## config.mk

```make
export PLATFORM = sky130hd
export DESIGN_NAME = stopwatch_counter
export DESIGN_NICKNAME = d
export VERILOG_FILES = /design/src/rtl/stopwatch_pkg.sv /design/src/rtl/stopwatch_counter_bcd_decade.sv /design/src/rtl/stopwatch_counter.sv
export SDC_FILE = /design/constraint.sdc
export NUM_CORES = 1
export LEC_CHECK = 0
export CAP_MARGIN = 20
export CORE_UTILIZATION = 55
export DETAILED_ROUTE_END_ITERATION = 6
export PLACE_DENSITY = 0.77
export SKIP_CTS_REPAIR_TIMING = 1
export SYNTH_ARGS = -nofsm -noshare
export SYNTH_HDL_FRONTEND = slang
export SYNTH_SLANG_ARGS = --single-unit
```

## constraint.sdc

```tcl
create_clock -name clk -period 2.83 [get_ports clk]
set_input_delay 0.566 -clock clk [delete_from_list [all_inputs] [get_ports clk]]
set_output_delay 0.566 -clock clk [all_outputs]
set_load 0.005 [all_outputs]
```

## src/rtl/stopwatch_pkg.sv

```systemverilog
// Shared types and constants for the stopwatch timekeeping core.
package stopwatch_pkg;

    typedef enum logic [1:0] {
        IDLE,
        RUN,
        PAUSE,
        DONE
    } state_t;

    typedef logic [3:0] bcd_t;

    localparam bcd_t BCD_MAX = 4'd9;

    function automatic int calc_div(input int clk_hz, input int tick_hz);
        return (tick_hz > 0) ? clk_hz / tick_hz : 0;
    endfunction

endpackage

```

## src/rtl/stopwatch_counter_bcd_decade.sv

```systemverilog
// One BCD digit of the elapsed-time chain; carry_out ripples combinationally into the next decade.
module bcd_decade
    import stopwatch_pkg::*;
(
    input  logic       clk,
    input  logic       reset,
    input  logic       clr,
    input  logic       en,
    output logic [3:0] value,
    output logic       carry_out
);

    // NOTE: flops take non-blocking assignments so every register sees pre-edge values.
    always_ff @(posedge clk) begin
        if (reset || clr) begin
            value <= '0;
        end else if (en) begin
            value <= (value == BCD_MAX) ? '0 : value + 4'd1;
        end
    end

    assign carry_out = en && (value == BCD_MAX);

endmodule

```

## src/rtl/stopwatch_counter.sv

```systemverilog
// Stopwatch core: centisecond prescaler, run/pause FSM and four BCD decades (SS.hh).
// Define STOPWATCH_WRAP_EN to wrap 99.99 -> 00.00 with a one-cycle overflow pulse instead of stopping.
module stopwatch_counter
    import stopwatch_pkg::*;
#(
    parameter int CLK_HZ  = 100_000_000,
    parameter int TICK_HZ = 100
) (
    input  logic       clk,
    input  logic       reset,
    input  logic       start_stop,
    input  logic       clear,
    output logic [3:0] digit0,
    output logic [3:0] digit1,
    output logic [3:0] digit2,
    output logic [3:0] digit3,
    output logic       running,
    output logic       overflow
);

    localparam int DIV = calc_div(CLK_HZ, TICK_HZ);
    localparam int PW  = (DIV < 2) ? 1 : $clog2(DIV);
    localparam logic [PW-1:0] PRE_MAX = PW'(DIV - 1);

    if (TICK_HZ <= 0 || DIV < 2 || DIV * TICK_HZ != CLK_HZ) begin : g_bad_div
        $error("stopwatch_counter: CLK_HZ/TICK_HZ must be an integer of at least 2");
    end

    state_t        state;
    logic [PW-1:0] prescaler;
    logic          tick;
    logic          limit;
    logic [4:0]    carry;
    bcd_t          digits [4];

    assign tick = (state == RUN) && (prescaler == PRE_MAX);

`ifdef STOPWATCH_WRAP_EN
    assign carry[0] = tick;
    assign limit    = carry[4];
`else
    logic all_nines;

    assign all_nines = (digits[0] == BCD_MAX) && (digits[1] == BCD_MAX) &&
                       (digits[2] == BCD_MAX) && (digits[3] == BCD_MAX);
    // The chain is gated at 99.99 so the count freezes there instead of wrapping.
    assign carry[0]  = tick && !all_nines;
    assign limit     = tick && all_nines;

    always_comb begin
        assert (!carry[4]);
    end
`endif

    for (genvar i = 0; i < 4; i++) begin : g_decade
        bcd_decade u_decade (
            .clk       (clk),
            .reset     (reset),
            .clr       (clear),
            .en        (carry[i]),
            .value     (digits[i]),
            .carry_out (carry[i+1])
        );
    end

    assign digit0 = digits[0];
    assign digit1 = digits[1];
    assign digit2 = digits[2];
    assign digit3 = digits[3];

    always_ff @(posedge clk) begin
        if (reset || clear) begin
            state     <= IDLE;
            running   <= 1'b0;
            overflow  <= 1'b0;
            prescaler <= '0;
        end else begin
`ifdef STOPWATCH_WRAP_EN
            overflow <= limit;
`endif
            case (state)
                IDLE: begin
                    if (start_stop) begin
                        state   <= RUN;
                        running <= 1'b1;
                    end
                end
                RUN: begin
                    prescaler <= tick ? '0 : prescaler + 1'b1;
                    if (start_stop) begin
                        state   <= PAUSE;
                        running <= 1'b0;
                    end
`ifndef STOPWATCH_WRAP_EN
                    else if (limit) begin
                        state    <= DONE;
                        running  <= 1'b0;
                        overflow <= 1'b1;
                    end
`endif
                end
                PAUSE: begin
                    // Prescaler is retained so the resumed interval continues where it stopped.
                    if (start_stop) begin
                        state   <= RUN;
                        running <= 1'b1;
                    end
                end
                DONE: begin
                end
                default: begin
                    state   <= IDLE;
                    running <= 1'b0;
                end
            endcase
        end
    end

endmodule
```

# == Word level (Yosys, flattened, before mapping) ==
# Cells that the tools add are included.
# word_totals
register_bits,40
latchBits,0
mem_bits_rw,0
mem_bits_ro,0
input_bits,4
output_inout_bits,18
word_cells,52
mem_count,0
# op_classes
addsub,5
n_mul,0
n_div,0
magnitude_cmp,0
n_eq_ne,9
shifts,0
n_mux,13
bitwise_logic,1
n_reduce_logical,16
# ops
op,count
"adder 20 x 1 -> 20 bit, second input constant",1
"equality test 20 bit, second input constant",1
two-way mux 20 bit,1
"adder 4 x 1 -> 4 bit, second input constant",4
"equality test 4 bit, second input constant",4
two-way mux 4 bit,4
logical AND 1 bit,9
two-way mux 2 bit,3
AND reduction 3 bit,2
case mux 2 bit (2 select lines),1
two-way mux 1 bit,3
"inequality test 3 bit, second input constant",1
"equality test 2 x 1 -> 1 bit, second input constant",1
"equality test 2 bit, second input constant",1
logical NOT 2 bit,1
"inequality test 2 x 1 -> 1 bit, second input constant",1
case mux 1 bit (2 select lines),1
nonzero test 2 bit,1
OR reduction 2 bit,1
logical NOT 1 bit,1
logical OR 1 bit,1
inverter 1 bit,1

# == Longest topological paths before layout ==
# Gate-level depths: netlist of the first run.
# logic_depth
ltp_word,9
depth_mapped,9
ltp_nobuf,6

# == Cells and area by module ==
# From an unflattened synthesis of the first run, not the netlist that was laid out.
# hier_totals
cells_unflattened,221
area_unflattened_um2,1975.6
# by_module_without_submodules
module,instances,cells_per_inst,area_per_inst_um2,seq_area_each_um2
stopwatch_counter,1,141,1204.9,480.5
bcd_decade,4,20,192.7,80.1

# == Worst setup path after synthesis of the first run ==
# No wires, ideal clock.
# synth_path
kind,flip-flop to flip-flop
startpoint,register prescaler[0]
endpoint,register g_decade[1].u_decade.value[3]
setup_time_ps,62
arrival_ps,2035
required_ps,2768
setup_slack_ps,733
path_stages_with_launch,9
n_path_buf,2
period_less_slack_ps,2097
cell_sequence,dfxtp_1 -> ha_1 -> nand3b_4 -> or3_1 -> buf_6 -> or2_0 -> buf_2 -> or4_1 -> nand3_1
# synth_via
elab_chain_cells,4
# synth_rtl
element,line_no,source
"start, declared",stopwatch_counter.sv:30,logic [PW-1:0] prescaler;
"start signal, assigned",stopwatch_counter.sv:89,prescaler <= tick ? '0 : prescaler + 1'b1;
equality test 20 bit,stopwatch_counter.sv:36,assign tick = (state == RUN) && (prescaler == PRE_MAX);
logical AND 1 bit,stopwatch_counter.sv:36,
logical AND 1 bit,stopwatch_counter.sv:47,assign carry[0] = tick && !all_nines;
logical AND 1 bit,stopwatch_counter_bcd_decade.sv:22,assign carry_out = en && (value == BCD_MAX);
"end signal, assigned",stopwatch_counter_bcd_decade.sv:18,value <= (value == BCD_MAX) ? '0 : value + 4'd1;
"end, declared",stopwatch_counter_bcd_decade.sv:9,"output logic [3:0] value,"
# No other way between the ends.
# A chain may end at the register's enable or synchronous reset.

# == Final worst setup path of the first run ==
# layout_path
startpoint,register prescaler[0]
endpoint,register prescaler[16]
# layout_via
elab_chain_cells,3
elab_cells_between_ends,4
classes_between,add/sub (1); eq/ne (1); mux (1); reduce/logical (1)
# layout_rtl
element,line_no
"parallel branches: the longest is 2 deep, another holds adder 20 x 1 -> 20 bit",--
two-way mux 20 bit (*),stopwatch_counter.sv:89
# Every way passes the cells marked *.

==> results.sh, run 1 <==
export IMPL_outcome="finished clean"
export IMPL_synth_top_cells_by_count="40 x dfxtp_1, 35 x nor2_1, 23 x nand2_1, 15 x xnor2_1, 13 x a21oi_1"
export IMPL_netlist_area_um2=2000
export IMPL_min_from="prescaler[1]"
export IMPL_ys_async_sr_fraction=0
export IMPL_synth_seq_area_share=0.401
export IMPL_critPathArrivalTime_ps=2600
export IMPL_p_seq_frac=0.578
export IMPL_cts_tree="built"
export IMPL_p_leak_uw=0.000822
export IMPL_skew_ps=12.6
export IMPL_rows=21
export IMPL_relSlewSlack=0.583
export IMPL_grt_max_degree=21
export IMPL_core_area_um2=3420
export IMPL_synth_distinct_cells=46
export IMPL_cts_buffers=5
export IMPL_synth_edff_count=0
export IMPL_max_cap_violations=0
export IMPL_synthAdderAreaFrac=0.00627
export IMPL_tns_ps=0
export IMPL_p_comb_frac=0.032
export IMPL_critPathLaunch="prescaler[0]"
export IMPL_ant_nets=0
export IMPL_final_util=0.683
export IMPL_fp_dieH_um=62.3
export IMPL_crit_required_ps=3050
export IMPL_antenna_found_initial=0
export IMPL_yosysTopAreaCell="dfxtp_1"
export IMPL_hold_path_class="flip-flop to flip-flop"
export IMPL_path_class="flip-flop to flip-flop"
export IMPL_synthCells=240
export IMPL_portBuffers=21
export IMPL_hold_viol_final=0
export IMPL_cts_sinks=40
export IMPL_p_per_area_nw_per_um2=421
export IMPL_synth_top_area_frac=0.401
export IMPL_rsz0062_at_grt="false"
export IMPL_post_route_min_period_ps=2380
export IMPL_drive_gt1_frac=0.0795
export IMPL_r2r_start="prescaler[0]"
export IMPL_viasPerCell=5.80
export IMPL_drv_slew=0
export IMPL_synthMuxAreaShare=0.00501
export IMPL_clkLatencyLatePin_ps=350
export IMPL_synthFlopType="dfxtp_1"
export IMPL_clockRootBuffer="clkbuf_4"
export IMPL_grt_pass1_vias=1638
export IMPL_drt_iter0_drc=123
export IMPL_finalCritPeriodShare=0.840
export IMPL_yosysMostFrequentCell="dfxtp_1"
export IMPL_wl_per_cell_um=13.8
export IMPL_fmax_mhz=421
export IMPL_synth_top_family_by_area="simple AND/OR/NAND/NOR gates"
export IMPL_remaining_drc_errors=0
export IMPL_wirelength_um=4280
export IMPL_grt_pass1_wl_um=7650
export IMPL_critPathMaxFanout=16
export IMPL_p_int_uw=762
export IMPL_firstDrtPassIters=4
export IMPL_clockBufferDepth=2
export IMPL_clkPwrFrac=0.390
export IMPL_ioPinCount=22
export IMPL_place_hpwl_um=2950
export IMPL_synth_area_leaders="dfxtp_1 40%, nor2_1 6.6%, xnor2_1 6.6%"
export IMPL_synth_nets=245
export IMPL_area_growth_pct=16.9
export IMPL_setup_viol=0
export IMPL_worstSetupEndpointType="flip-flop"
export IMPL_synth_compound_area_frac=0.123
export IMPL_grt_usage=0.246
export IMPL_clk_pin_slew_ps=110
export IMPL_dr_total_vias=1798
export IMPL_ys_ff_latch=40
export IMPL_p_switching_uw=221
export IMPL_initial_core_util=0.585
export IMPL_die_w_um=62.3
export IMPL_startpoint_type="flip-flop"
export IMPL_p_sw_frac=0.224
export IMPL_grt_ovfl_total=0
export IMPL_synth_simple_area_share=0.345
export IMPL_yosys_warnings=0
export IMPL_syn_avg_cell_area_um2=8.32
export IMPL_htree_levels=2
export IMPL_diodes=0
export IMPL_worstMarginPinSlew_ps=624
export IMPL_nets=268
export IMPL_synth_xor_area_frac=0.0877
export IMPL_routabilityCongestion=0.807
export IMPL_peakVddDrop_uv=361
export IMPL_dieArea_um2=3880
==> layer usage <==
layer  vias to the layer above  global-route usage  part of all wire  routed length [um]
met5                         -                   0                 0                   0
met4                         0               0.105            0.0093                  40
met3                         4              0.0496             0.039                 166
met2                        38               0.365              0.45                1920
met1                       851               0.346              0.50                2150
li1                        905                   -                 -                   -
==> cells in the final DEF (no fill, tap or decap), drive strengths merged, types with 3 or more instances in the layout <==
| cell type | synthesis | routed |
|---|---|---|
| nand4 | 7 | 7 |
| inv | 4 | 4 |
| buf | 4 | 5 |
| and3 | 8 | 8 |
| a31oi | 3 | 3 |
| nand4b | 4 | 4 |
| nand3 | 8 | 8 |
| a21oi | 13 | 13 |
| xor2 | 5 | 5 |
| clkbuf | 6 | 5 |
| dfxtp | 40 | 40 |
| and4 | 3 | 3 |
| o21ai | 5 | 5 |
| nor3 | 12 | 12 |
| xnor2 | 15 | 15 |
| a31o | 5 | 5 |
| nor4 | 4 | 4 |
| nand2 | 23 | 23 |
| clkdlybuf4s50 | 0 | 21 |
| nand2b | 3 | 3 |
| or3 | 5 | 5 |
| nor2 | 35 | 35 |
==> final timing paths <==
kind / end / slack (ps) / depth (start not counted)
max: prescaler[16] / 450 / 6
min reg2reg: prescaler[1] / 480 / 2
max reg2reg: prescaler[16] / 450 / 6
min: prescaler[1] / 480 / 2
==> logic make-up (layout without fill, tap and decap cells) <==
kind of cell               after synthesis  in the layout
and+or+nand+nor                        127            127
DFF                                     40             40
AOI/OAI and AO/OA                       37             37
xor gates and xnor gates                20             20
buffers and inverters                   14             38
adders and majority gates                1              1
muxes                                    1              1
==> area by class of cell <==
cell class,count,area [um^2]
flip-flops and latches,40,801
fillers,287,1080
multi-input cells,186,1130
well taps,46,57.6
clock buffers,5,37.5
repair buffers,26,248
clock inverters,3,42.5
inverters,4,15.0
==> power by group through the flow <==
stage                     clock network (uW)  registers [uW]  logic (uW)
final                                    384             568        31.1
after global routing                     411             569        34.9
after CTS                                388             568        31.2
after detailed placement                   0             581        31.2
after global placement                     0             580        30.9
after floorplan                            0             580        18.9
==> critical path, stage by stage (launching register included) <==
cell,delay [ps]
dfxtp_1,390
ha_1,210
nand3b_4,120
or3_1,530
or2_0,410
nand2_1,490
nor2_1,100
==> sequential cells by signal (all words and copies together) (netlist names) <==
signal                   flops
prescaler                   20
state                        2
running                      1
overflow                     1
g_decade.u_decade.value     16
==> through the flow <==
stage / area [um^2] / total power [uW] / setup WS (ps) / std cells / hold slack (ps)
after CTS: 2330 / 988 / 468 / 310 / 478
final: 2330 / 983 / 454 / 310 / 476
after floorplan: 2000 / 599 / 733 / 240 / 445
after global routing: 2330 / 1010 / 285 / 310 / 518
after detailed placement: 2250 / 612 / 483 / 302 / 461
after global placement: 2250 / 611 / 518 / 302 / 461
(Power assumes the default switching activity.)
==> run 2: changes to the inputs <==
- clock period: 2.83 -> 2.32 ns (I/O delays scaled with it)
==> run 2 against run 1 <==
Cell count up 0.97%; register-to-register slack lost 290 ps; clock-buffer cell count unchanged; non-clock buffer count rose by 3; first-iteration DRC count decreased by 35%; fmax is 10% higher; via count decreased by 0.44%; critical path depth unchanged.
==> results.sh, run 2 (synthesis results as in run 1) <==
export IMPL_outcome="finished clean"
export IMPL_layout_common_cells="40 x dfxtp_1, 35 x nor2_1, 23 x nand2_1, 21 x clkdlybuf4s50_1, 15 x xnor2_1"
export IMPL_fmax_mhz=463
export IMPL_initial_core_util=0.585
export IMPL_antenna_found_initial=0
export IMPL_rsz0062_at_grt="false"
export IMPL_p_per_area_nw_per_um2=507
export IMPL_ant_nets=0
export IMPL_post_route_min_period_ps=2160
export IMPL_diodes=0
export IMPL_clkLatencyLatePin_ps=350
export IMPL_place_hpwl_um=2970
export IMPL_routabilityCongestion=0.813
export IMPL_nets=271
export IMPL_final_common_cell="dfxtp_1"
export IMPL_critPathMaxFanout=7
export IMPL_maxUsedRoutingLayer="met4"
export IMPL_final_util=0.690
export IMPL_crit_required_ps=2550
export IMPL_dieArea_um2=3880
export IMPL_viasPerCell=5.72
export IMPL_area_growth_pct=18.0
export IMPL_wl_per_cell_um=13.9
export IMPL_rows=21
export IMPL_path_class="flip-flop to flip-flop"
export IMPL_grt_max_degree=21
export IMPL_wl_met2_um=1890
export IMPL_startpoint_type="flip-flop"
export IMPL_drv_slew=0
export IMPL_core_area_um2=3420
export IMPL_critPathArrivalTime_ps=2390
export IMPL_placed_area_um2=2280
export IMPL_critPathSlowestCell="or3_1"
export IMPL_largest_reg_flops=20
export IMPL_p_leak_uw=0.000835
export IMPL_grt_pass1_vias=1646
export IMPL_worst_hold_slack_ps=492
export IMPL_largest_register="prescaler"
export IMPL_grt_ovfl_total=0
export IMPL_crit_buf_inv=0
export IMPL_clockRootBuffer="clkbuf_4"
export IMPL_relSlewSlack=0.614
export IMPL_firstDrtPassIters=4
export IMPL_fp_dieH_um=62.3
export IMPL_remaining_drc_errors=0
export IMPL_tns_ps=0
export IMPL_max_cap_violations=0
export IMPL_m1WireLength_um=2160
export IMPL_clk_pin_slew_ps=120
export IMPL_clockBufferDepth=2
export IMPL_path_cells="ha_1 -> nand3b_4 -> or3_1 -> or2_1 -> a2111oi_0 -> o32ai_1"
export IMPL_wirelength_um=4340
export IMPL_cts_tree="built"
export IMPL_htree_levels=2
export IMPL_drt_iter0_drc=80
export IMPL_reg_top3="prescaler x20, g_decade.u_decade.value x16, state x2"
export IMPL_worstMarginPinSlew_ps=571
export IMPL_portBuffers=21
export IMPL_dr_total_vias=1790
export IMPL_peakVddDrop_uv=366
export IMPL_setup_viol=0
export IMPL_drive_gt1_frac=0.0899
export IMPL_hold_path_class="flip-flop to flip-flop"
export IMPL_worstSetupEndpointType="flip-flop"
export IMPL_hold_viol_final=0
export IMPL_cts_sinks=40
export IMPL_grt_pass1_wl_um=7410
export IMPL_finalCritPeriodShare=0.930
export IMPL_skew_ps=5.48
export IMPL_crit_family="simple AND/OR/NAND/NOR gates"
export IMPL_ioPinCount=22
export IMPL_cts_buffers=5
export IMPL_wl_met3_um=240
export IMPL_grt_usage=0.240
export IMPL_max_stage_delay_ps=450
export IMPL_die_w_um=62.3
export IMPL_final_cell_area_um2=2360
[run 2: cell types whose count changed in the layout (fill, tap and decap cells not counted)]
cell / before / now
or2_0: 1 / 0
or2_1: 0 / 1
buf_4: 5 / 8
[run 2: report_power, final]
part,internal [uW],switching (uW)
Clock,225,238
Combinational,15.6,23.3
Sequential,689,3.50
Total,930,265
[run 2: metrics by stage]
step           total power (uW)  std cells  setup slack [ps]
2_1_floorplan               730        240               223
3_3_place_gp                746        305               220
3_5_place_dp                747        305               131
4_1_cts                    1200        313               133
5_1_grt                    1230        313              40.0
6_report                   1190        313               162
[run 2: layout make-up]
| class | instances | area [um^2] |
|---|---|---|
| clock inverter | 3 | 42.5 |
| timing repair buffer | 29 | 270 |
| multi-input combinational | 186 | 1130 |
| fill | 281 | 1060 |
| inverter | 4 | 15.0 |
| tap | 46 | 57.6 |
| sequential | 40 | 801 |
| clock buffer | 5 | 37.5 |
[run 2: worst paths after layout]
check             slack [ps]  cells past startpoint          from                       endpoint
setup / recovery         160                      6  prescaler[0]  g_decade[2].u_decade.value[3]
hold / removal           490                      2  prescaler[1]                   prescaler[1]
setup reg to reg         160                      6  prescaler[0]  g_decade[2].u_decade.value[3]
hold reg to reg          490                      2  prescaler[1]                   prescaler[1]
[run 2: worst reg2reg max path, delay by kind of cell, from the launching register on]
kind                       cells  cell delay (ps)
adders and majority gates      1              210
AOI/OAI and AO/OA              2              540
DFF                            1              390
and+or+nand+nor                3              900
[run 2: routing by layer]
layer,track usage,vias to the layer above
met5,0,-
met4,0.0814,0
met3,0.0460,6
met2,0.390,50
met1,0.318,820
li1,-,914
==> run 3: changes to the inputs <==
- CAP_MARGIN: 20 -> not set
==> results of run 3 <==
No change in the layout: final DEF, timing and power equal those of run 2.
